File: config.mk
export PLATFORM = sky130hd
export DESIGN_NAME = dcw_cmd_sequencer_flat
export DESIGN_NICKNAME = d
export VERILOG_FILES = /design/src/rtl/dcw_pkg.sv /design/src/rtl/dcw_cmd_sequencer_if.sv /design/src/rtl/dcw_edge_ack.sv /design/src/rtl/dcw_cmd_sequencer.sv /design/src/flat_wrapper.sv
export SDC_FILE = /design/constraint.sdc
export NUM_CORES = 1
export LEC_CHECK = 0
export CORE_ASPECT_RATIO = 0.6
export CORE_UTILIZATION = 30
export DETAILED_ROUTE_END_ITERATION = 7
export GPL_TIMING_DRIVEN = 1
export PLACE_DENSITY_LB_ADDON = 0.25
export SYNTH_ARGS = -nofsm -noshare
export SYNTH_HDL_FRONTEND = slang
export SYNTH_HIERARCHICAL = 1
export SYNTH_SLANG_ARGS = --single-unit
export TNS_END_PERCENT = 20
File: constraint.sdc
create_clock -name clock -period 3.4 [get_ports clock]
set_clock_uncertainty 0.2 [all_clocks]
set_input_delay 0.68 -clock clock [delete_from_list [all_inputs] [get_ports clock]]
set_output_delay 0.68 -clock clock [all_outputs]
set_load 0.03 [all_outputs]
File: src/rtl/dcw_pkg.sv
// dcw_pkg: shared op codes, FSM state codes and default clock-field width for the DCW command sequencer
package dcw_pkg;
  localparam int DCW_CLK_W = 25;
  typedef enum logic [1:0] {OP_IDLE = 2'd0, OP_CHRST = 2'd1, OP_CLK = 2'd2, OP_DW = 2'd3} op_e;
  localparam logic [1:0] ST_IDLE = 2'd0;
  localparam logic [1:0] ST_DRIVE = 2'd1;
  localparam logic [1:0] ST_WAIT_ACK = 2'd2;
  localparam logic [1:0] ST_SETTLE = 2'd3;
endpackage

File: src/rtl/dcw_cmd_sequencer_if.sv
// dcw_cmd_sequencer_if: host req_* handshake, DCW control bus and status; master = host/DCW side (drives req_*, channel_reset), slave = sequencer
interface dcw_cmd_sequencer_if #(parameter int CLK_W = dcw_pkg::DCW_CLK_W);
  logic req_valid, req_ready;
  logic [1:0] req_op;
  logic [2:0] req_val, req_val1;
  logic [CLK_W-1:0] req_clk;
  logic [2:0] ctrl_sig, val, val1;
  logic [CLK_W-1:0] wanted_cl_val, earlier_cl_val;
  logic channel_reset, busy, done, err;
  modport master (
    output req_valid, req_op, req_val, req_val1, req_clk, channel_reset,
    input req_ready, ctrl_sig, val, val1, wanted_cl_val, earlier_cl_val, busy, done, err
  );
  modport slave (
    input req_valid, req_op, req_val, req_val1, req_clk, channel_reset,
    output req_ready, ctrl_sig, val, val1, wanted_cl_val, earlier_cl_val, busy, done, err
  );
endinterface

File: src/rtl/dcw_edge_ack.sv
// dcw_edge_ack: while armed, flags a channel_reset rise-then-fall (ack) or ACK_TIMEOUT armed cycles without one (timeout); ports clock, reset, arm, channel_reset -> ack, timeout
module dcw_edge_ack #(
  parameter int ACK_TIMEOUT = 16,
  parameter int CW = 5
) (
  input logic clock,
  input logic reset,
  input logic arm,
  input logic channel_reset,
  output logic ack,
  output logic timeout
);
  logic cr_q, seen_q;
  logic [CW-1:0] tcnt_q;
  assign ack = arm && seen_q && cr_q && !channel_reset;
  assign timeout = arm && !ack && tcnt_q == CW'(ACK_TIMEOUT - 1);
  always_ff @(posedge clock)
    if (reset) begin
      cr_q <= 1'b0;
      seen_q <= 1'b0;
      tcnt_q <= '0;
    end else begin
      cr_q <= channel_reset;
      seen_q <= arm && (seen_q || (channel_reset && !cr_q));
      tcnt_q <= arm ? tcnt_q + CW'(tcnt_q != '1) : '0;
    end
endmodule

File: src/rtl/dcw_cmd_sequencer.sv
// dcw_cmd_sequencer: accepts one host command (bus.req_*), drives the DCW control bus for HOLD_CYCLES, waits ack/settle, pulses done/err; ports clock, reset, bus (slave)
module dcw_cmd_sequencer
  import dcw_pkg::*;
#(
  parameter int CLK_W = DCW_CLK_W,
  parameter int HOLD_CYCLES = 4,
  parameter int SETTLE_CYCLES = 8,
  parameter int ACK_TIMEOUT = 16,
  parameter int DEFAULT_CLK = 20000000
) (
  input logic clock,
  input logic reset,
  dcw_cmd_sequencer_if.slave bus
);
  localparam int MAX_HS = HOLD_CYCLES > SETTLE_CYCLES ? HOLD_CYCLES : SETTLE_CYCLES;
  localparam int CW = $clog2(MAX_HS > ACK_TIMEOUT ? MAX_HS : ACK_TIMEOUT) + 1;
  localparam logic [CLK_W-1:0] DEF = CLK_W'(DEFAULT_CLK);
  logic [1:0] state_q, state_d, op_q, op_d;
  logic [CW-1:0] cnt_q, cnt_d;
  logic [2:0] ctrl_q, ctrl_d, val_q, val_d, val1_q, val1_d;
  logic [CLK_W-1:0] want_q, want_d, earl_q, earl_d;
  logic done_q, done_d, err_q, err_d, ack, timeout;
  dcw_edge_ack #(.ACK_TIMEOUT(ACK_TIMEOUT), .CW(CW)) u_ack (
    .clock(clock),
    .reset(reset),
    .arm(state_q == ST_WAIT_ACK),
    .channel_reset(bus.channel_reset),
    .ack(ack),
    .timeout(timeout)
  );
  always_comb begin
    state_d = state_q;
    op_d = op_q;
    cnt_d = cnt_q + CW'(cnt_q != '1);
    ctrl_d = ctrl_q;
    val_d = val_q;
    val1_d = val1_q;
    want_d = want_q;
    earl_d = earl_q;
    done_d = 1'b0;
    err_d = 1'b0;
    case (state_q)
      ST_IDLE:
        if (bus.req_valid) begin
          if (bus.req_op == OP_IDLE || (bus.req_op == OP_CLK && bus.req_clk == '0)) err_d = 1'b1;
          else if (bus.req_op == OP_CLK && bus.req_clk == earl_q) done_d = 1'b1;
          else begin
            state_d = ST_DRIVE;
            op_d = bus.req_op;
            cnt_d = '0;
            ctrl_d = {1'b0, bus.req_op};
            val_d = bus.req_val;
            val1_d = bus.req_val1;
            want_d = bus.req_op == OP_CLK ? bus.req_clk : earl_q;
          end
        end
      ST_DRIVE:
        if (cnt_q == CW'(HOLD_CYCLES - 1)) begin
          state_d = op_q == OP_CHRST ? ST_WAIT_ACK : ST_SETTLE;
          cnt_d = '0;
          ctrl_d = '0;
        end
      ST_WAIT_ACK:
        if (ack) begin
          state_d = ST_SETTLE;
          cnt_d = '0;
        end else if (timeout) begin
          state_d = ST_IDLE;
          err_d = 1'b1;
        end
      default:
        if (cnt_q == CW'(SETTLE_CYCLES - 1)) begin
          state_d = ST_IDLE;
          done_d = 1'b1;
          earl_d = op_q == OP_CLK ? want_q : earl_q;
        end
    endcase
  end
  always_ff @(posedge clock)
    if (reset) begin
      state_q <= ST_IDLE;
      op_q <= '0;
      cnt_q <= '0;
      ctrl_q <= '0;
      val_q <= '0;
      val1_q <= '0;
      want_q <= DEF;
      earl_q <= DEF;
      done_q <= 1'b0;
      err_q <= 1'b0;
    end else begin
      state_q <= state_d;
      op_q <= op_d;
      cnt_q <= cnt_d;
      ctrl_q <= ctrl_d;
      val_q <= val_d;
      val1_q <= val1_d;
      want_q <= want_d;
      earl_q <= earl_d;
      done_q <= done_d;
      err_q <= err_d;
    end
  assign bus.req_ready = state_q == ST_IDLE;
  assign bus.busy = state_q != ST_IDLE;
  assign bus.ctrl_sig = ctrl_q;
  assign bus.val = val_q;
  assign bus.val1 = val1_q;
  assign bus.wanted_cl_val = want_q;
  assign bus.earlier_cl_val = earl_q;
  assign bus.done = done_q;
  assign bus.err = err_q;
endmodule

File: src/flat_wrapper.sv
// flat-port wrapper written by rule: the top's interface ports become plain ports
module dcw_cmd_sequencer_flat import dcw_pkg::*;
#(
  parameter int CLK_W = DCW_CLK_W,
  parameter int HOLD_CYCLES = 4,
  parameter int SETTLE_CYCLES = 8,
  parameter int ACK_TIMEOUT = 16,
  parameter int DEFAULT_CLK = 20000000
)
  (clock, reset, bus_req_valid, bus_req_op, bus_req_val, bus_req_val1, bus_req_clk, bus_channel_reset, bus_req_ready, bus_ctrl_sig, bus_val, bus_val1, bus_wanted_cl_val, bus_earlier_cl_val, bus_busy, bus_done, bus_err);
  dcw_cmd_sequencer_if #(.CLK_W(CLK_W)) bus_i ();
  input logic clock;
  input logic reset;
  input wire logic [$bits(bus_i.req_valid)-1:0] bus_req_valid;
  input wire logic [$bits(bus_i.req_op)-1:0] bus_req_op;
  input wire logic [$bits(bus_i.req_val)-1:0] bus_req_val;
  input wire logic [$bits(bus_i.req_val1)-1:0] bus_req_val1;
  input wire logic [$bits(bus_i.req_clk)-1:0] bus_req_clk;
  input wire logic [$bits(bus_i.channel_reset)-1:0] bus_channel_reset;
  output wire logic [$bits(bus_i.req_ready)-1:0] bus_req_ready;
  output wire logic [$bits(bus_i.ctrl_sig)-1:0] bus_ctrl_sig;
  output wire logic [$bits(bus_i.val)-1:0] bus_val;
  output wire logic [$bits(bus_i.val1)-1:0] bus_val1;
  output wire logic [$bits(bus_i.wanted_cl_val)-1:0] bus_wanted_cl_val;
  output wire logic [$bits(bus_i.earlier_cl_val)-1:0] bus_earlier_cl_val;
  output wire logic [$bits(bus_i.busy)-1:0] bus_busy;
  output wire logic [$bits(bus_i.done)-1:0] bus_done;
  output wire logic [$bits(bus_i.err)-1:0] bus_err;
  assign bus_i.req_valid = bus_req_valid;
  assign bus_i.req_op = bus_req_op;
  assign bus_i.req_val = bus_req_val;
  assign bus_i.req_val1 = bus_req_val1;
  assign bus_i.req_clk = bus_req_clk;
  assign bus_i.channel_reset = bus_channel_reset;
  assign bus_req_ready = bus_i.req_ready;
  assign bus_ctrl_sig = bus_i.ctrl_sig;
  assign bus_val = bus_i.val;
  assign bus_val1 = bus_i.val1;
  assign bus_wanted_cl_val = bus_i.wanted_cl_val;
  assign bus_earlier_cl_val = bus_i.earlier_cl_val;
  assign bus_busy = bus_i.busy;
  assign bus_done = bus_i.done;
  assign bus_err = bus_i.err;
  dcw_cmd_sequencer #(.CLK_W(CLK_W), .HOLD_CYCLES(HOLD_CYCLES), .SETTLE_CYCLES(SETTLE_CYCLES), .ACK_TIMEOUT(ACK_TIMEOUT), .DEFAULT_CLK(DEFAULT_CLK)) u_core (.clock(clock), .reset(reset), .bus(bus_i));
endmodule
==> flow_metrics.tcl, run 1 <==
set metrics [dict create \
    status "finished clean" \
    finalHoldViolCount 0 \
    ctsHoldBuffers 0 \
    fill_cells 1167 \
    ff2ff_setup_slack_ns 1.05 \
    synth_async_sr_flop_share_pct 0 \
    synth.most_common_cell "dfxtp_1" \
    core_um2 12400 \
    syn_to_final_growth_pct 38.2 \
    setup_viol 0 \
    yosys-top-cells-count "dfxtp_1 (76), mux2i_1 (51), nor2_1 (48)" \
    ys_ff_latch 76 \
    grt_pass1_vias 2971 \
    final_area_um2 5410 \
    antenna_found_initial 0 \
    tightest_slew_ns 0.669 \
    final_nets 540 \
    clkLatencyLatePin_ns 0.34 \
    synth-seq-area-share_pct 38.8 \
    setup-tns-final_ns 0 \
    crit_slowest_cell "nor4_1" \
    path_delay_family "simple AND/OR/NAND/NOR gates" \
    postPlaceCellArea_um2 5090 \
    crit_required_ns 3.42 \
    root_buffer "clkbuf_16" \
    path_max_fanout 24 \
    grt_pass1_wl_mm 16.9 \
    hold_path_end "u_core/u_ack/seen_q" \
    grt_max_degree 41 \
    clock_sinks 76 \
    wirelength_mm 10.9 \
    drc 0 \
    min_period_over_period_pct 83.5 \
    timing.fmax_mhz 352 \
    synth_top_area_share_pct 38.8 \
    slew_viol_final 0 \
    clkTransAtPathRegs_ns 0.06 \
    leakagePower_nw 1.97 \
    start_util_pct 31.7 \
    cts_resized 0 \
    grt.overflow.total 0 \
    cp.arrival_ns 2.86 \
    worstPathCellList "clkdlybuf4s50_1 -> nor4_1 -> nand4_1 -> o22ai_1 -> a211o_1 -> buf_12 -> mux2_2" \
    drive_gt1_share_pct 10.3 \
    r2r_start "u_core/bus.earlier_cl_val[23]" \
    cts_buffer_depth 2 \
    hold_start "u_core/u_ack/seen_q" \
    die_w_um 150 \
    timing.rr.end "u_core/bus.wanted_cl_val[6]" \
    postSynthAreaPerCell_um2 9.74 \
    routed_via_density 4.76 \
    netlist_area_um2 3920 \
    yosysTopAreaCell "dfxtp_1" \
    drtIter0Drc 235 \
    multiInputGateArea_um2 2240 \
    dp_slack_ns 0.286 \
    wl_per_cell_um 16.3 \
    cts_tree "done" \
    synth_cell_types 53 \
    ir_drop_uv 280 \
    yosysWarningCount 6 \
    hold_path_class "flop to flop" \
    setup_slack_ns 0.559 \
    die_area_um2 13500 \
    post-cts-setup-buffers 0 \
    grt_usage_pct 16.5 \
    max-cap-violations 0 \
    num_io_pins 100 \
    hold_depth 2 \
    ant_nets 0 \
    seq_area_um2 1520 \
    synth_enable_flop_cells 0 \
    startpoint_type "input port" \
    drt_pass1_iterations 4 \
    cts_inserted_buffers 9 \
    slowest_delay_ns 0.54 \
    period_needed_ns 2.84 \
    synth_ff_type "dfxtp_1" \
    postSynthCellCount 402 \
    synthesis.nets 443 \
    dpl.hpwl_mm 8.05 \
    htree_levels 3 \
    gp_congestion 0.809 \
    endpoint_kind "flop" \
    n_antenna_cell 0 \
    portBuffers 98 \
    synth_area_leaders "dfxtp_1 (39%), mux2i_1 (13%), xnor2_1 (6.0%)" \
    path_buf_inv 2 \
    reg2reg_depth 6 \
    criticalPathCategory "input port to flop" \
    dieHeight_um 90.5 \
    slew_headroom_pct 55.4 \
    rsz0062_at_grt "no" \
    via_count 3179 \
    placement_rows 31 \
    powerDensity_nw_per_um2 441 \
]
[logic make-up after synthesis]
family,share of synthesized area (%)
adder cells (fa/ha/maj),1.28
buffers and inverters,4.41
flip-flops,38.8
XOR/XNOR,6.49
AND/OR/NAND/NOR,22.0
other,0.0958
AO/OA/AOI/OAI,7.96
multiplexers,18.9
[flip-flops by register name, indices dropped and copies added, names as in the netlist]
signal                     count
u_core/bus.earlier_cl_val     25
u_core/op_q                    2
u_core/bus.done                1
u_core/cnt_q                   5
u_core/bus.val1                3
u_core/u_ack/cr_q              1
u_core/u_ack/tcnt_q            5
u_core/bus.wanted_cl_val      25
u_core/bus.val                 3
u_core/u_ack/seen_q            1
u_core/bus.ctrl_sig            2
u_core/state_q                 2
u_core/bus.err                 1
[worst min-delay path, cell delays in order, from the launching register on]
cell	delay, ns
dfxtp_1	0.31
inv_1	0.05
a21oi_1	0.05
[cell type report]
class                      instances  share of cell area, %
tap                              165                   3.82
sequential                        76                   28.1
timing repair buffer             109                   20.3
multi-input combinational        296                   41.3
clock inverter                     4                   1.34
inverter                           7                  0.486
clock buffer                      11                   4.67
[where the power goes]
part | switching [mW] | internal [mW]
combinational | 0.205 | 0.184
clock | 0.368 | 0.677
sequential | 0.0308 | 0.921
total | 0.604 | 1.78
[layout by cell type, fill, tap and decap left out, drive strengths merged, types with 3 or more instances in the layout]
master         instances
a211o                  9
a211oi                 9
a21oi                  3
buf                   12
clkbuf                11
clkdlybuf4s50         97
dfxtp                 76
ha                     4
inv                    7
mux2                  17
mux2i                 51
nand2                  8
nand2b                17
nand3                  6
nand3b                 3
nand4                  9
nor2                  48
nor2b                 37
nor3                   5
nor3b                  5
nor4                   8
o21ai                  4
xnor2                 27
[per-stage QoR]
stage / hold slack (ns) / util (%) / total power, mW / instances
after floorplan: 0.222 / - / 1.20 / 402
after global placement: 0.229 / 41.1 / 1.36 / 653
after detailed placement: 0.239 / 41.1 / 1.36 / 653
after CTS: 0.248 / 43.7 / 2.41 / 668
after global routing: 0.267 / 43.7 / 2.47 / 668
final: 0.245 / 43.7 / 2.39 / 668
[worst max path at each step]
stage / start / endpoint / slack, ns / cells after the start
5_1_grt: bus_req_clk[6] / u_core/bus.wanted_cl_val[6] / 0.42 / 7
3_5_place_dp: bus_req_clk[5] / u_core/bus.wanted_cl_val[4] / 0.29 / 7
2_1_floorplan: bus_req_clk[12] / u_core/bus.wanted_cl_val[12] / 0.95 / 7
4_1_cts: u_core/state_q[0] / bus_req_ready / 0.62 / 3
6_report: bus_req_clk[6] / u_core/bus.wanted_cl_val[6] / 0.56 / 7
3_3_place_gp: bus_req_clk[21] / u_core/bus.wanted_cl_val[6] / 0.30 / 7
[per-layer routing]
layer / vias to the layer above / track usage (%) / share of wire [%]
li1: 1597 / - / -
met5: - / 0 / 0
met4: 0 / 4.34 / 1.0
met3: 8 / 5.20 / 6.5
met1: 1486 / 25.7 / 54
met2: 88 / 20.6 / 38
No activity file was read; power rests on OpenSTA's default activity.
==> inputs of run 2 (changes only) <==
==> constraint.sdc (replaced) <==
create_clock -name clock -period 2.6 [get_ports clock]
set_clock_uncertainty 0.2 [all_clocks]
set_input_delay 0.52 -clock clock [delete_from_list [all_inputs] [get_ports clock]]
set_output_delay 0.52 -clock clock [all_outputs]
set_load 0.03 [all_outputs]
==> run 2 against run 1 <==
Compared with the run above:
- critical path type unchanged
- critical path depth stayed put
- largest power group unchanged
- wire length increased by 1.2%
- global-route usage up 0.21 points
- cell area up 3.6%
- total power is 28% higher
- critical endpoint is now u_core/bus.wanted_cl_val[18]
- non-clock buffer count increased by 20
==> flow_metrics.tcl, run 2 (synthesis results as in run 1) <==
set metrics [dict create \
    pwr-share-comb_pct 18.4 \
    grt_usage_pct 16.7 \
    ant_nets 0 \
    endpoint_kind "flop" \
    clock_sinks 76 \
    timing.fmax_mhz 393 \
    rsz0062_at_grt "no" \
    crit_start "bus_req_clk[19]" \
    postPlaceCellArea_um2 5230 \
    num_io_pins 100 \
    grt.overflow.total 0 \
    n_antenna_cell 0 \
    fin_util_pct 45.3 \
    startpoint_type "input port" \
    antenna_found_initial 0 \
    gp_congestion 0.837 \
    status "finished clean" \
    criticalPathCategory "input port to flop" \
    root_buffer "clkbuf_16" \
    cts_tree "done" \
    r2r_start "u_core/state_q[1]" \
    dpl.hpwl_mm 8.15 \
    final_nets 560 \
    syn_to_final_growth_pct 43.1 \
    slew_viol_final 0 \
    ir_drop_uv 266 \
    placement_rows 31 \
    drtIter0Drc 219 \
    setup_slack_ns 0.0564 \
    drive_gt1_share_pct 14.3 \
    hold_start "u_core/u_ack/seen_q" \
    portBuffers 98 \
    clock_power_share_pct 41.0 \
    final_common_cell "clkdlybuf4s50_1" \
    switching_share_pct 26.2 \
    wirelength_mm 11.0 \
    core_um2 12400 \
    tightest_slew_ns 0.563 \
    powerDensity_nw_per_um2 543 \
    cts_inserted_buffers 9 \
    slew_headroom_pct 62.3 \
    clkTransAtPathRegs_ns 0.06 \
    clkLatencyLatePin_ns 0.34 \
    total_power_mw 3.05 \
    die_w_um 150 \
    cts_buffer_depth 2 \
    fill_cells 1180 \
    dp_slack_ns -0.436 \
    grt_pass1_wl_mm 17.2 \
    p_int_mw 2.25 \
    final_area_um2 5610 \
    period_needed_ns 2.54 \
    path_max_fanout 9 \
    grt_pass1_vias 3178 \
    htree_levels 3 \
    max-cap-violations 0 \
    crit_required_ns 2.62 \
    final_cell_mix "clkdlybuf4s50_1 (93), dfxtp_1 (76), mux2i_1 (51), nor2_1 (48), nor2b_1 (36)" \
    setup_viol 0 \
    cp.arrival_ns 2.56 \
    hold_path_class "flop to flop" \
    wl_per_cell_um 16.0 \
    grt_max_degree 43 \
    leakagePower_nw 2.10 \
    dieHeight_um 90.5 \
    die_area_um2 13500 \
    drc 0 \
    power_frac_seq_pct 40.6 \
    switchingPower_mw 0.799 \
    routed_via_density 4.81 \
    via_count 3315 \
    start_util_pct 31.7 \
    min_period_over_period_pct 97.8 \
    drt_pass1_iterations 4 \
    finalHoldViolCount 0 \
]
-- run 2: cell count changes in the layout (fill, tap and decap cells not counted), sizes merged --
cell	previous run	this run
clkdlybuf4s50	97	93
clkbuf	11	13
dlymetal6s2s	0	4
clkinvlp	1	0
bufinv	2	1
buf	12	31
clkinv	1	3
-- run 2: path summary, 6_finish.rpt --
check / end / slack [ns] / cells past startpoint
worst max-delay path: u_core/bus.wanted_cl_val[18] / 0.06 / 7
worst min-delay path: u_core/u_ack/seen_q / 0.26 / 2
worst max register to register: u_core/state_q[0] / 0.33 / 8
worst min register to register: u_core/u_ack/seen_q / 0.26 / 2
-- run 2: power by group through the flow --
stage	clock [mW]	sequential, mW	combinational [mW]
global route	1.33	1.24	0.599
detailed placement	0	1.26	0.543
floorplan	0	1.30	0.267
global placement	0	1.26	0.538
CTS	1.29	1.24	0.545
finish	1.25	1.24	0.561
-- run 2: metrics by stage --
stage / TNS, ns / hold WS (ns) / instances
2_1_floorplan: 0 / 0.222 / 402
4_1_cts: 0 / 0.260 / 687
5_1_grt: 0 / 0.294 / 689
6_report: 0 / 0.257 / 689
3_5_place_dp: -13.88 / 0.252 / 671
3_3_place_gp: -10.59 / 0.234 / 671
-- run 2: cell type report --
type                       instances  area [µm²]  share of cell area [%]
multi-input combinational        296        2270                    40.5
sequential                        76        1520                    27.1
clock inverter                     4        48.8                   0.871
clock buffer                      12         246                    4.40
tap                              165         206                    3.68
timing repair buffer             129        1290                    22.9
inverter                           7        26.3                   0.469
-- run 2: repair_timing --
action                                 4_1_cts  5_1_grt
setup buffers                                0        1
endpoints found under the hold margin        0        0
resized for setup                            1        8
hold buffers                                 0        0
cloned                                       0        1
pin swaps                                    0        1
setup endpoints to repair                   24       27
-- run 2: layer usage --
layer	vias up	track usage [%]	part of all wire, %
met5	-	0	0
met4	0	5.53	1.6
met3	15	5.76	7.6
met2	107	21.8	39
met1	1548	24.6	52
li1	1645	-	-
-- run 2: worst max-delay path, stage by stage --
cell,delay [ns]
clkdlybuf4s50_1,0.54
xnor2_1,0.17
nand4_1,0.19
nor4_4,0.33
a211o_1,0.28
clkbuf_16,0.22
mux2_4,0.30
==> inputs of run 3 (changes only) <==
--- a/config.mk
+++ b/config.mk
@@ -10,6 +10,7 @@
 export DETAILED_ROUTE_END_ITERATION = 7
 export GPL_TIMING_DRIVEN = 1
 export PLACE_DENSITY_LB_ADDON = 0.25
+export SLEW_MARGIN = 5
 export SYNTH_ARGS = -nofsm -noshare
 export SYNTH_HDL_FRONTEND = slang
 export SYNTH_HIERARCHICAL = 1
==> results of run 3 <==
Final layout, timing and power as in run 2 (identical DEF).
